File: config.mk
export PLATFORM = sky130hd
export DESIGN_NAME = jump_controller
export DESIGN_NICKNAME = d
export VERILOG_FILES = /design/src/rtl/lapido_defs.sv /design/src/rtl/tester_flags.sv /design/src/rtl/jump_controller.sv
export SDC_FILE = /design/constraint.sdc
export NUM_CORES = 1
export LEC_CHECK = 0
export CAP_MARGIN = 10
export CORE_MARGIN = 8
export CORE_UTILIZATION = 50
export DETAILED_ROUTE_END_ITERATION = 10
export DONT_BUFFER_PORTS = 1
export PLACE_DENSITY = 0.68
export SLEW_MARGIN = 10
export SYNTH_ARGS = -nofsm -noshare
export SYNTH_HDL_FRONTEND = slang
export SYNTH_SLANG_ARGS = --single-unit
File: constraint.sdc
create_clock -name CLK -period 2.6 [get_ports CLK]
set_input_delay 0.13 -clock CLK [delete_from_list [all_inputs] [get_ports CLK]]
set_output_delay 0.13 -clock CLK [all_outputs]
set_load 0.03 [all_outputs]
File: src/rtl/lapido_defs.sv
// Shared encodings for the jump controller and its taken/not-taken tester.
// Jump op codes, condition codes, controller states and flush-length helper.
package lapido_defs;

  typedef enum logic [2:0] {
    OP_JF   = 3'b000,
    OP_JT   = 3'b001,
    OP_J    = 3'b010,
    OP_JAL  = 3'b011,
    OP_JR   = 3'b100,
    OP_NONE = 3'b111
  } op_tf_e;

  typedef enum logic [2:0] {
    CND_TRUE  = 3'b000,
    CND_NEG   = 3'b001,
    CND_ZERO  = 3'b010,
    CND_CARRY = 3'b100,
    CND_NEGZ  = 3'b101,
    CND_OVF   = 3'b111
  } cond_e;

  typedef enum logic [1:0] {
    ST_IDLE    = 2'd0,
    ST_WAITF   = 2'd1,
    ST_RESOLVE = 2'd2,
    ST_FLUSH   = 2'd3
  } state_e;

  localparam int FLAG_O = 3;
  localparam int FLAG_S = 2;
  localparam int FLAG_C = 1;
  localparam int FLAG_Z = 0;

  // Out-of-range flush lengths collapse to a single cycle.
  function automatic logic [2:0] flush_len(input int n);
    if (n < 1 || n > 7) return 3'd1;
    return 3'(n);
  endfunction

endpackage

File: src/rtl/tester_flags.sv
// Taken/not-taken tester: out=0 means the jump is taken.
// Decodes the jump op and evaluates the selected flag condition.
module tester_flags
  import lapido_defs::*;
(
  input  logic [2:0] op_tf,
  input  logic [2:0] cond,
  input  logic [3:0] flags,
  output logic       out
);

  logic hit;
  logic is_jf;
  logic is_jt;
  logic is_uncond;

  always_comb begin
    hit = 1'b0;
    unique case (cond)
      CND_TRUE:  hit = 1'b1;
      CND_NEG:   hit = flags[FLAG_S];
      CND_ZERO:  hit = flags[FLAG_Z];
      CND_CARRY: hit = flags[FLAG_C];
      CND_NEGZ:  hit = flags[FLAG_S] & flags[FLAG_Z];
      CND_OVF:   hit = flags[FLAG_O];
      default:   hit = 1'b0;
    endcase
  end

  assign is_jf     = (op_tf == OP_JF);
  assign is_jt     = (op_tf == OP_JT);
  assign is_uncond = (op_tf == OP_J) |
                     (op_tf == OP_JAL) |
                     (op_tf == OP_JR);

  // Illegal and "none" ops fall to the default: never taken.
  always_comb begin
    out = 1'b1;
    unique case (1'b1)
      is_jf:     out = hit;
      is_jt:     out = ~hit;
      is_uncond: out = 1'b0;
      default:   out = 1'b1;
    endcase
  end

endmodule

File: src/rtl/jump_controller.sv
// Jump controller: flag register, request capture, resolve and flush FSM.
// Define JUMP_FLAG_BYPASS_EN to forward same-cycle flags instead of stalling.
module jump_controller
  import lapido_defs::*;
#(
  parameter int ADDR_W       = 16,
  parameter int FLUSH_CYCLES = 2
) (
  input  logic              CLK,
  input  logic              RESET,
  input  logic              FLAG_WE,
  input  logic              O_IN,
  input  logic              S_IN,
  input  logic              C_IN,
  input  logic              Z_IN,
  input  logic              BR_VALID,
  output logic              BR_READY,
  input  logic [2:0]        OP_TF,
  input  logic [2:0]        COND,
  input  logic [ADDR_W-1:0] TARGET,
  input  logic [ADDR_W-1:0] REG_TARGET,
  input  logic [ADDR_W-1:0] PC_PLUS1,
  output logic              PC_LOAD,
  output logic [ADDR_W-1:0] PC_NEXT,
  output logic              LINK_WE,
  output logic [ADDR_W-1:0] LINK_DATA,
  output logic              FLUSH,
  output logic              STALL,
  output logic [3:0]        FLAGS
);

  localparam logic [2:0] FLUSH_N = flush_len(FLUSH_CYCLES);

  state_e            state;
  state_e            state_nx;
  logic [3:0]        flags_q;
  logic [3:0]        flag_in;
  logic [3:0]        dec_flags;
  logic [2:0]        op_q;
  logic [2:0]        cond_q;
  logic [ADDR_W-1:0] tgt_q;
  logic [ADDR_W-1:0] rtgt_q;
  logic [ADDR_W-1:0] link_q;
  logic [2:0]        cnt_q;
  logic              accept;
  logic              not_taken;
  logic              ready;
  logic              load;
  logic              link;
  logic              flush;
  logic              wait_st;
  logic              cnt_load;

  assign flag_in = {O_IN, S_IN, C_IN, Z_IN};
  assign accept  = BR_VALID & ready;

  always_ff @(posedge CLK or negedge RESET) begin
    if (!RESET) begin
      flags_q <= '0;
    end else if (FLAG_WE) begin
      flags_q <= flag_in;
    end
  end

  always_ff @(posedge CLK or negedge RESET) begin
    if (!RESET) begin
      op_q   <= OP_NONE;
      cond_q <= CND_TRUE;
      tgt_q  <= '0;
      rtgt_q <= '0;
      link_q <= '0;
    end else if (accept) begin
      op_q   <= OP_TF;
      cond_q <= COND;
      tgt_q  <= TARGET;
      rtgt_q <= REG_TARGET;
      link_q <= PC_PLUS1;
    end
  end

`ifdef JUMP_FLAG_BYPASS_EN
  logic [3:0] fcopy_q;

  // Private flag snapshot taken at accept, with same-cycle ALU flags forwarded.
  always_ff @(posedge CLK or negedge RESET) begin
    if (!RESET) begin
      fcopy_q <= '0;
    end else if (accept) begin
      fcopy_q <= FLAG_WE ? flag_in : flags_q;
    end
  end

  assign dec_flags = fcopy_q;
`else
  assign dec_flags = flags_q;
`endif

  tester_flags u_tester (
    .op_tf (op_q),
    .cond  (cond_q),
    .flags (dec_flags),
    .out   (not_taken)
  );

  always_ff @(posedge CLK or negedge RESET) begin
    if (!RESET) begin
      state <= ST_IDLE;
    end else begin
      state <= state_nx;
    end
  end

  always_comb begin
    state_nx = state;
    ready    = 1'b0;
    load     = 1'b0;
    link     = 1'b0;
    flush    = 1'b0;
    wait_st  = 1'b0;
    cnt_load = 1'b0;
    unique case (state)
      ST_IDLE: begin
        ready = 1'b1;
        if (BR_VALID) begin
`ifdef JUMP_FLAG_BYPASS_EN
          state_nx = ST_RESOLVE;
`else
          state_nx = FLAG_WE ? ST_WAITF : ST_RESOLVE;
`endif
        end
      end
      ST_WAITF: begin
        wait_st  = 1'b1;
        state_nx = ST_RESOLVE;
      end
      ST_RESOLVE: begin
        if (!not_taken) begin
          load     = 1'b1;
          link     = (op_q == OP_JAL);
          cnt_load = 1'b1;
          state_nx = ST_FLUSH;
        end else begin
          state_nx = ST_IDLE;
        end
      end
      ST_FLUSH: begin
        flush = 1'b1;
        if (cnt_q <= 3'd1) state_nx = ST_IDLE;
      end
      default: state_nx = ST_IDLE;
    endcase
  end

  always_ff @(posedge CLK or negedge RESET) begin
    if (!RESET) begin
      cnt_q <= '0;
    end else if (cnt_load) begin
      cnt_q <= FLUSH_N;
    end else if (state == ST_FLUSH && cnt_q != 3'd0) begin
      cnt_q <= cnt_q - 3'd1;
    end
  end

  assign BR_READY  = ready;
  assign PC_LOAD   = load;
  assign LINK_WE   = link;
  assign FLUSH     = flush;
  assign STALL     = wait_st | (BR_VALID & ~ready);
  assign FLAGS     = flags_q;
  assign LINK_DATA = link_q;
  assign PC_NEXT   = !load ? '0 :
                     (op_q == OP_JR) ? rtgt_q : tgt_q;

endmodule

==> results of run 1 <==
## stage by stage
step / util [%] / hold slack [ns] / power [mW] / instance area (µm²) / cells
2_1_floorplan: - / -0.166 / 3.39 / 2880 / 233
3_3_place_gp: 53.3 / -0.164 / 3.66 / 2950 / 298
3_5_place_dp: 53.3 / -0.164 / 3.71 / 2950 / 298
4_1_cts: 68.3 / 0.0348 / 4.69 / 3780 / 375
5_1_grt: 68.6 / 0.0806 / 5.01 / 3800 / 375
6_report: 68.6 / 0.0492 / 4.68 / 3800 / 375
## cell families after synthesis
logic type	Yosys count	share of synthesized area [%]
xor gates and xnor gates	1	0.304
AOI/OAI and AO/OA	33	9.33
buffers and inverters	19	3.64
adders and majority gates	3	1.30
DFF	63	54.8
muxes	57	22.3
and+or+nand+nor	57	8.37
## placed cells by master, fill, tap and decap left out, types with 2 or more instances in the layout
cell type,synthesis,routed
dfstp_2,3,3
mux2_1,57,57
nand2b_1,2,2
a21oi_1,6,6
clkbuf_8,0,9
nand2_1,41,41
a21oi_2,16,14
o21ai_1,2,2
inv_1,4,4
nor2_1,6,5
clkinv_1,2,2
inv_6,0,2
buf_4,4,5
nor3_1,2,2
o21ai_0,2,2
dlygate4sd3_1,0,60
ha_1,3,3
dfrtp_1,60,59
a21oi_4,0,2
## state kept, by name, indices dropped and copies added (netlist names)
signal     cells
state          2
cond_q         3
LINK_DATA     16
rtgt_q        16
tgt_q         16
FLAGS          4
op_q           3
cnt_q          3
## what timing repair did
action / in CTS / in global routing
hold buffers: 61 / 0
hold endpoints to repair: 122 / 0
gates resized for setup: 0 / 3
setup endpoints to repair: 0 / 11
## power groups by stage
stage               clock [mW]  sequential [mW]  combinational, mW
global placement             0             2.07               1.60
finish                   0.862             2.08               1.74
global route             0.938             2.15               1.92
floorplan                    0             1.97               1.42
detailed placement           0             2.08               1.62
CTS                      0.895             2.07               1.73
## cell type report
class	count	area share [%]
flip-flops and latches	63	41.6
well taps	72	2.37
repair buffers	66	17.5
multi-input cells	151	32.4
inverters	7	0.692
clock inverters	7	2.11
clock buffers	9	3.26
## critical path: stages (launching register included)
cell,delay [ns]
dfrtp_2,0.49
and2b_1,0.22
a21oi_1,0.05
o211ai_1,0.33
o311ai_4,0.26
buf_4,0.28
a21oi_2,0.34
## how the worst max path moves through the flow
stage / start / endpoint / slack [ns]
global placement: FLAGS[0]$_DFFE_PN0P_ / PC_NEXT[11] / 0.52
floorplan: FLAGS[2]$_DFFE_PN0P_ / PC_NEXT[10] / 0.75
CTS: FLAGS[0]$_DFFE_PN0P_ / PC_NEXT[6] / 0.09
global route: cond_q[2]$_DFFE_PN0P_ / PC_NEXT[7] / 0.02
detailed placement: FLAGS[0]$_DFFE_PN0P_ / PC_NEXT[6] / 0.45
finish: FLAGS[0]$_DFFE_PN0P_ / PC_NEXT[7] / 0.17
## per-layer routing
| metal | vias up | track usage, % |
|---|---|---|
| met5 | - | 0 |
| met4 | 0 | 5.23 |
| met3 | 6 | 7.74 |
| met2 | 61 | 30.1 |
| met1 | 990 | 18.7 |
| li1 | 931 | - |
==> out/metrics.yaml, run 1 <==
routing:
  topRoutingLayerUsed: "met4"
  first_iter_violations: 96
  ant_nets: 0
  wl_met1_mm: 2.65
  drt_first_pass_iters: 6
  drc_errors: 0
  num_vias: 1988
  wl_met3_um: 527
  wl_mm: 6.93
  routedWlPerCell_um: 18.5
  dr_wl_met2_mm: 3.69
  via_per_inst: 5.30
cts:
  htree_levels: 3
  post_cts_buffers: 0
  tritoncts: "done"
  cts_sinks: 63
  cts_buffers: 9
  clk_latency_ns: 0.34
  clockRootBuffer: "clkbuf_8"
  clkTransAtPathRegs_ns: 0.07
  clock_path_buffers: 2
status:
  status: "completed"
cells_and_area:
  area_delta_synth_final_pct: 31.7
  n_fill_cell: 409
  drive_gt1_share_pct: 15.2
  multi_input_area_mm2: 0.00123
  register_area_mm2: 0.00158
  num_antenna_cells: 0
  num-nets-final: 363
setup_path:
  rr_worst_depth: 6
  crit_required_ns: 2.47
  r2r_slack_ns: 0.73
  r2r-end: "state[0]$_DFFE_PN0P_"
  r2r-start: "FLAGS[0]$_DFFE_PN0P_"
  cp-end-kind: "primary output"
  start_kind: "flop"
  arrival_ns: 2.30
  critPathMaxFanout: 11
  crit_type: "flop to primary output"
logic_synthesis:
  yosys.area.top_type: "dfrtp_1"
  netlist_instances: 233
  synth_flop_cell: "dfrtp_1"
  syn-num-nets: 298
  synth_area_per_cell_um2: 12.4
  synthTopCellsByArea: "dfrtp_1 52%, mux2_1 22%, nand2_1 5.3%"
  synth_edf_count: 0
  yosysSeqAreaShare_pct: 54.8
  ys_top_cells_by_count: "60 x dfrtp_1, 57 x mux2_1, 41 x nand2_1, 16 x a21oi_2"
  yosysWarnings: 0
  synth_cell_types: 33
  synthArstFlopShare_pct: 100
  ys_seq_elements: 63
  syn_area_mm2: 0.00288
  synth_top_area_share_pct: 52.1
  synth_most_common_cell: "dfrtp_1"
timing:
  slew_violations: 0
  worst_pin_slew_ns: 0.641
  fin_crit_sh_pct: 93.6
  period_needed_ns: 2.43
  max_slew_margin_pct: 57.3
  setup-violations-final: 0
  worst_slack_ns: 0.167
  skew_ns: 0.00858
  finalSetupTns_ns: 0
  rsz0062_at_grt: "no"
  max_freq_ghz: 0.411
  hold_viol_final: 0
grt:
  antenna_found_initial: 0
  grt_pass1_vias: 2243
  grt_pass1_wl_mm: 11.6
  grt_usage_pct: 17.4
  overflow: 0
  grt_max_degree: 64
power:
  p_leak_nw: 1.59
  combPwrFrac_pct: 37.2
  power_density_mw_per_mm2: 1230
  clkPwrFrac_pct: 18.4
  internal_power_mw: 2.59
  p_sw_mw: 2.09
  swShare_pct: 44.6
  ir_worst_vdd_uv: 661
  seqPwrFrac_pct: 44.3
floorplanning:
  io_pins: 103
  start_util_pct: 52.1
  die_w_um: 91.9
  fp-row-count: 27
  coreArea_mm2: 0.00554
  die-area_mm2: 0.00845
  fp.dieH_um: 91.9
min_path:
  hold_path_class: "primary input to flop"
  holdPathStages: 3
  hold_start: "FLAG_WE"
  min_to: "state[1]$_DFFE_PN0P_"
placed_design:
  dp_hpwl_mm: 4.54
  place_congestion: 0.714
  portBuffers: 0
  post-place-ws_ns: 0.449
run:
  max-cap-violations: 0
No activity file was read; power rests on OpenSTA's default activity.
==> inputs of run 2 (changes only) <==
GPL_TIMING_DRIVEN = 0   (was unset)
PLACE_DENSITY = unset   (was 0.68)
==> out/metrics.yaml, run 2 (synthesis results as in run 1) <==
timing:
  slew_violations: 0  # unchanged
  skew_ns: 0.00551  # -0.00307 ns
  hold_viol_final: 0  # unchanged
  max_slew_margin_pct: 61.9  # +4.6 points
  rsz0062_at_grt: "no"
  worst_pin_slew_ns: 0.570  # -0.0710 ns
  finalSetupTns_ns: 0  # unchanged
  setup-violations-final: 0  # unchanged
  max_freq_ghz: 0.418  # +1.7%
  fin_crit_sh_pct: 92.0  # -1.5 points
  worst_slack_ns: 0.208  # +0.0401 ns
  period_needed_ns: 2.39  # -0.0401 ns
cells_and_area:
  mostFrequentLayoutCells: "60 x dfrtp_1, 59 x dlygate4sd3_1, 57 x mux2_1"
  num-nets-final: 369  # +1.7%
  num_antenna_cells: 0  # unchanged
  layout_commonest_cell: "dfrtp_1"
  drive_gt1_share_pct: 14.6  # -0.62 points
  area_delta_synth_final_pct: 31.7  # about the same
  n_fill_cell: 420  # +2.7%
  post_layout_nonfiller_instances: 381  # +1.6%
status:
  status: "completed"
floorplanning:
  start_util_pct: 52.1  # unchanged
  die-area_mm2: 0.00845  # unchanged
  fp-row-count: 27  # unchanged
  io_pins: 103  # unchanged
  coreArea_mm2: 0.00554  # unchanged
  fp.dieH_um: 91.9  # unchanged
  die_w_um: 91.9  # unchanged
cts:
  clock_path_buffers: 2  # unchanged
  clk_latency_ns: 0.34  # about the same
  ctsResizeCount: 0  # unchanged
  cts_buffers: 9  # unchanged
  cts_sinks: 63  # unchanged
  htree_levels: 3  # unchanged
  clockRootBuffer: "clkbuf_8"
  clkTransAtPathRegs_ns: 0.06  # about the same
  tritoncts: "done"
setup_path:
  arrival_ns: 2.26  # -0.04 ns
  r2r-end: "state[0]$_DFFE_PN0P_"
  crit_required_ns: 2.47  # about the same
  critPathMaxFanout: 10  # -1
  start_kind: "flop"
  r2r_slack_ns: 0.80  # +0.07 ns
  rr_worst_depth: 6  # unchanged
  endpoint: "PC_NEXT[0]"
  r2r-start: "FLAGS[2]$_DFFE_PN0P_"
  cp-startpoint: "FLAGS[2]$_DFFE_PN0P_"
  cp-end-kind: "primary output"
  crit_type: "flop to primary output"
placed_design:
  post-place-ws_ns: 0.560  # +0.111 ns
  placed_cells: 305  # +2.3%
  dp_hpwl_mm: 5.07  # +12%
  place_congestion: 0.812  # +14%
  portBuffers: 0  # unchanged
routing:
  drt_first_pass_iters: 4  # -2
  via_per_inst: 5.30  # about the same
  routedWlPerCell_um: 18.4  # -0.58%
  first_iter_violations: 44  # -54%
  drc_errors: 0  # unchanged
  ant_nets: 0  # unchanged
  wl_mm: 7.00  # +1.0%
  num_vias: 2018  # +1.5%
grt:
  antenna_found_initial: 0  # unchanged
  grt_usage_pct: 17.8  # +0.36 points
  grt_max_degree: 64  # unchanged
  grt_pass1_vias: 2358  # +5.1%
  grt_pass1_wl_mm: 11.9  # +2.7%
  overflow: 0  # unchanged
power:
  ir_worst_vdd_uv: 659  # -0.30%
  power_density_mw_per_mm2: 1240  # +0.85%
  p_leak_nw: 1.61  # +1.4%
run:
  max-cap-violations: 0  # unchanged
min_path:
  hold_path_class: "primary input to flop"
## run 2: critical path, cell delays in order (launching register included)
cell      delay [ns]
dfrtp_1         0.53
clkinv_1        0.14
o311ai_1        0.36
o21a_1          0.22
o311ai_2        0.12
buf_6           0.19
a21oi_2         0.35
## run 2: worst min path at each step
stage | slack, ns | start | cells past startpoint | endpoint
final | 0.16 | BR_VALID | 4 | state[1]$_DFFE_PN0P_
after global routing | 0.21 | BR_VALID | 4 | state[1]$_DFFE_PN0P_
after CTS | 0.14 | BR_VALID | 4 | state[1]$_DFFE_PN0P_
after detailed placement | -0.16 | RESET | 0 | cnt_q[1]$_DFFE_PN0P_
after global placement | -0.16 | RESET | 0 | cnt_q[1]$_DFFE_PN0P_
after floorplan | -0.17 | RESET | 0 | FLAGS[0]$_DFFE_PN0P_
## run 2: repair_timing
item | in CTS | in global routing
setup buffers | 0 | 0
hold endpoints to repair | 121 | 0
hold buffers | 60 | 0
## run 2: stage by stage
| step | utilization [%] | area, µm² | hold slack, ns | power (mW) |
|---|---|---|---|---|
| after floorplan | - | 2880 | -0.166 | 3.39 |
| after global placement | 53.7 | 2970 | -0.164 | 3.65 |
| after detailed placement | 53.7 | 2970 | -0.163 | 3.76 |
| after CTS | 68.5 | 3800 | 0.144 | 4.76 |
| after global routing | 68.5 | 3800 | 0.212 | 5.04 |
| final | 68.5 | 3800 | 0.162 | 4.72 |
## run 2: layout make-up
| cell class | count | area (µm²) | area share, % |
|---|---|---|---|
| well taps | 72 | 90.1 | 2.37 |
| repair buffers | 60 | 618 | 16.3 |
| inverters | 7 | 26.3 | 0.692 |
| plain buffers | 12 | 78.8 | 2.08 |
| flip-flops and latches | 63 | 1580 | 41.6 |
| clock inverters | 4 | 70.1 | 1.85 |
| multi-input cells | 151 | 1200 | 31.6 |
| clock buffers | 12 | 135 | 3.56 |
## run 2: per-layer routing
layer	vias up	track usage, %	routed length [µm]
met4	0	7.79	151
met2	71	29.1	3530
li1	936	-	-
met1	994	19.6	2770
met3	17	7.74	550
met5	-	0	0
## run 2: power breakdown
part | internal [mW] | switching (mW)
combinational | 0.685 | 1.06
clock | 0.538 | 0.355
sequential | 1.47 | 0.608
